[src/rtl/if_id_stage_reg.sv]
// ----------------------------------------------------------------------------
// if_id_stage_reg
//
// IF/ID pipeline register of the 5-stage CPU. Captures the fetched
// instruction, its PC and PC+4 and hands them to decode one cycle later.
// A flush from the hazard unit empties the slot. If no fetch is returning
// at that moment, a sticky kill flag is set so the wrong-path fetch still
// in flight is dropped when it arrives. A load-use stall freezes the
// register and back-pressures fetch through if_ready.
//
// Parameters:
//   DATA_W    width of the pc / pc4 / inst buses
//   NOP_INST  word presented on id_inst whenever the slot is empty
//
// Ports:
//   clk, rst_n        clock (rising edge), asynchronous active-low reset
//   flush             discard slot content and any in-flight fetch
//   stall             hold slot content, refuse new fetch data
//   if_valid          fetch presents a returned instruction this cycle
//   if_pc/if_pc4/if_inst   fetched PC, PC+4, instruction word
//   if_ready          register accepts if_* this cycle (combinational)
//   id_valid          decode slot holds a real instruction
//   id_pc/id_pc4/id_inst   registered PC, PC+4, instruction (NOP when empty)
//   kill_pending      sticky kill flag, exported for debug
//
// Optional feature (macro IF_ID_PERF_CNT_EN):
//   flush_cnt         32-bit count of edges with flush=1 (wraps)
//   stall_cnt         32-bit count of edges with stall=1 and flush=0 (wraps)
// ----------------------------------------------------------------------------
module if_id_stage_reg #(
   parameter int unsigned          DATA_W   = 32,
   parameter logic [DATA_W-1:0]    NOP_INST = 'h0000_0013
) (
   input  logic              clk,
   input  logic              rst_n,
   input  logic              flush,
   input  logic              stall,
   input  logic              if_valid,
   input  logic [DATA_W-1:0] if_pc,
   input  logic [DATA_W-1:0] if_pc4,
   input  logic [DATA_W-1:0] if_inst,
   output logic              if_ready,
   output logic              id_valid,
   output logic [DATA_W-1:0] id_pc,
   output logic [DATA_W-1:0] id_pc4,
   output logic [DATA_W-1:0] id_inst,
   output logic              kill_pending
`ifdef IF_ID_PERF_CNT_EN
   ,
   output logic [31:0]       flush_cnt,
   output logic [31:0]       stall_cnt
`endif
);

   typedef enum logic {
      EMPTY = 1'b0,
      FULL  = 1'b1
   } state_t;

   state_t state;

   // Flush overrides stall so fetch can be redirected in the same cycle.
   always_comb begin
      if_ready = !stall || flush;
   end

   always_comb begin
      id_valid = (state == FULL);
   end

   always_ff @(posedge clk or negedge rst_n) begin
      if (!rst_n) begin
         state        <= EMPTY;
         id_pc        <= '0;
         id_pc4       <= '0;
         id_inst      <= NOP_INST;
         kill_pending <= 1'b0;
      end else if (flush) begin
         // A fetch returning in this very cycle is the wrong-path one and is
         // simply not captured; only when it has not yet returned do we arm
         // the kill flag to drop it later. The flag is single-bit because at
         // most one fetch can be outstanding.
         if (!if_valid) begin
            kill_pending <= 1'b1;
         end
         state   <= EMPTY;
         id_inst <= NOP_INST;
      end else if (stall) begin
         // Everything held, including kill_pending; fetch keeps its data.
      end else if (if_valid && kill_pending) begin
         kill_pending <= 1'b0;
         state        <= EMPTY;
         id_inst      <= NOP_INST;
      end else if (if_valid) begin
         state   <= FULL;
         id_pc   <= if_pc;
         id_pc4  <= if_pc4;
         id_inst <= if_inst;
      end else begin
         // Bubble: pc/pc4 keep their last value, only the slot empties.
         state   <= EMPTY;
         id_inst <= NOP_INST;
      end
   end

`ifdef IF_ID_PERF_CNT_EN
   always_ff @(posedge clk or negedge rst_n) begin
      if (!rst_n) begin
         flush_cnt <= '0;
         stall_cnt <= '0;
      end else begin
         if (flush) begin
            flush_cnt <= flush_cnt + 32'd1;
         end else if (stall) begin
            stall_cnt <= stall_cnt + 32'd1;
         end
      end
   end
`else
   // Performance counters not built.
`endif

endmodule

[config.mk]
export PLATFORM = sky130hd
export DESIGN_NAME = if_id_stage_reg
export DESIGN_NICKNAME = d
export VERILOG_FILES = /design/src/rtl/if_id_stage_reg.sv
export SDC_FILE = /design/constraint.sdc
export NUM_CORES = 1
export LEC_CHECK = 0
export BUFFER_PORTS_ARGS = -buffer_cell sky130_fd_sc_hd__buf_2
export CAP_MARGIN = 10
export CORE_MARGIN = 10
export CORE_UTILIZATION = 45
export DETAILED_ROUTE_END_ITERATION = 10
export GPL_TIMING_DRIVEN = 0
export PLACE_DENSITY = 0.77
export SLEW_MARGIN = 15
export SYNTH_ARGS = -nofsm -noshare
export SYNTH_HDL_FRONTEND = slang
export SYNTH_SLANG_ARGS = --single-unit
export TNS_END_PERCENT = 10
[constraint.sdc]
create_clock -name clk -period 2.55 [get_ports clk]
set_clock_uncertainty 0.2 [all_clocks]
set_input_delay 0.1275 -clock clk [delete_from_list [all_inputs] [get_ports clk]]
set_output_delay 0.1275 -clock clk [all_outputs]
set_load 0.02 [all_outputs]
==> out/results.txt <==
Gr usage total: 0.2047
Worst Max-Slew Pin Slew: 643.6 ps
Leakage Power: 3.013 nW
Commonest non-fill, non-tap cell in the layout: buf_2
Sequential share of the synthesized area: 0.6312
Gr ovfl total: 0
Longest Clk Path Bufs: 2
Routed len/inst: 18.60 um
TritonCTS clock tree: built
Syn Std Cell Area: 3891 sq um
DR iter-0 viols: 199
CP delay by family, top: simple AND/OR/NAND/NOR gates
DRT Wirelength: 13.21 mm
Root Driver: clkbuf_8
Number of antenna violations at the first check in global routing: 1
Crit path largest cell delay: 530 ps
# IOs: 200
Die Wd: 113.0 um
Via count: 3468
Buf/Inv on CP: 1
Layout area overhead: 60.90%
Vias per cell: 4.885
Required time of the worst setup path: 2580 ps
Finished Layout Cells: 710
Unique masters post-synth: 18
Worst Path Max Fanout: 10
VDD IR-drop max: 458.5 uV
Final Max Tran Viols: 0
Tmin final: 2090 ps
Area of the multi-input gates: 1313 sq um
Detailed placement HPWL: 8.493 mm
Global-route wire length before repair: 20.98 mm
# placed instances: 591
Post-synthesis area per instance: 13.56 sq um
Die Span Y: 113.0 um
Hold WC Path Type: in -> async
Rows: 33
Crit end category: register
Fraction of layout cells with a size suffix above 1: 0.4702
Worst relative slew slack: 0.5695
CP arrival: 2120 ps
Port Buffers: 198
Post-synthesis cell count: 287
Vias in the first global route: 3922
Crit share post-route: 0.8196
Antenna Nets Post-Route: 0
Ys Warns: 0
Residual DRC: 0
Max-cap violations: 0
Fmax: 478.5 MHz
Fillcell total: 555
Synth Net Count: 388
Number of nets in the layout: 700
Sequential Area: 2456 sq um
Slowest stage cell, crit path: nor3_4
CTS Sinks: 98
Pwr dens: 714.0 nW/um^2
TNS Setup: 0 ps
Endpoints failing hold: 0
Core area: 8299 sq um
DR pass1 iterations: 4
#FFs+latches synth: 98
Critical Path, Cell by Cell: nand2b_1 > nor3_4 > buf_6 > mux2_2
Startpoint Class: register
Setup violators final: 0
Status: finished clean
Die area: 12770 sq um
Largest net degree at the start of global routing: 63
Most frequent cells in the layout: buf_2 (199), dlygate4sd3_1 (102), dfrtp_1 (95)
Setup CP Type: reg -> reg
Clk pin slew, worst setup/hold paths: 100 ps
GP Congestion: 0.7358
RSZ-0062 raised after global routing: false
Worst skew pair latency: 340 ps
Starting density of the core: 0.4689
TritonCTS buffer count: 9
Post-CTS Setup Bufs: 0
H-tree depth: 3
-- worst paths after layout --
| kind | start | to | slack, ps | cells past startpoint |
|---|---|---|---|---|
| hold reg to reg | id_pc[17] | id_pc[17] | 290 | 1 |
| setup reg to reg | kill_pending | id_pc4[16] | 460 | 4 |
| min in group clk | stall | id_pc4[31] | 100 | 3 |
| setup / recovery | kill_pending | id_pc4[16] | 460 | 4 |
| max in group asynchronous | rst_n | id_inst[0] | 1360 | 3 |
| hold / removal | rst_n | id_pc4[0] | 70 | 2 |
-- through the flow --
step           setup WS, ps  hold WS, ps  power (mW)  area (sq um)  utilization
6_report              460.0        72.32       4.470          6261       0.7544
2_1_floorplan         624.4       -368.1       2.802          3891            -
5_1_grt               371.4        95.63       4.703          6261       0.7544
3_5_place_dp          439.4       -87.02       3.366          5044       0.6077
3_3_place_gp          234.1        148.9       3.315          5014       0.6041
4_1_cts               431.7        56.91       4.474          6259       0.7541
-- registers in the layout, summed over array words and instances (netlist names) --
register / count
id_pc: 32
kill_pending: 1
id_inst: 32
id_pc4: 32
id_valid: 1
-- power breakdown --
part	internal, mW	total, mW	switching, mW
clock	0.460	0.993	0.532
sequential	1.87	2.03	0.162
combinational	0.631	1.44	0.813
-- cells by family after synthesis --
kind of cell,Yosys count,share of synthesized area
AOI/OAI and AO/OA,33,0.04437
and+or+nand+nor,71,0.1051
DFF,98,0.6312
muxes,65,0.1878
buffers and inverters,20,0.03151
-- cell usage after synthesis --
| library cell | n | share of area |
|---|---|---|
| dfrtp_1 | 95 | 0.61 |
| mux2_2 | 59 | 0.17 |
| a21oi_1 | 30 | 0.039 |
| nand2_1 | 29 | 0.028 |
| nand3b_1 | 29 | 0.056 |
| clkbuf_1 | 11 | 0.011 |
| buf_6 | 6 | 0.017 |
| mux2_1 | 5 | 0.014 |
| nor2b_1 | 4 | 0.0064 |
| dfstp_2 | 3 | 0.020 |
| nand2b_1 | 3 | 0.0048 |
| nor3_1 | 3 | 0.0039 |
| o21bai_1 | 3 | 0.0058 |
| buf_2 | 2 | 0.0026 |
| nor2_1 | 2 | 0.0019 |
| buf_1 | 1 | 0.00096 |
| mux2i_1 | 1 | 0.0026 |
| nor3_4 | 1 | 0.0042 |
-- what timing repair did --
action,4_1_cts,5_1_grt
hold endpoints to repair,192,0
hold buffers,102,0
endpoints found under the setup margin,0,0
resized for setup,0,0
-- cell type report --
class,instances,share of cell area
sequential,98,0.3923
timing repair buffer,301,0.3261
multi-input combinational,169,0.2096
clock buffer,11,0.02098
tap,105,0.02098
buffer,20,0.01958
clock inverter,5,0.009992
antenna,1,0.0003997
-- layer usage --
metal,part of all wire,track usage
met2,0.51,0.3610
met1,0.37,0.2160
met3,0.079,0.06762
met4,0.035,0.09475
met5,0,0
(Power assumes the default switching activity.)
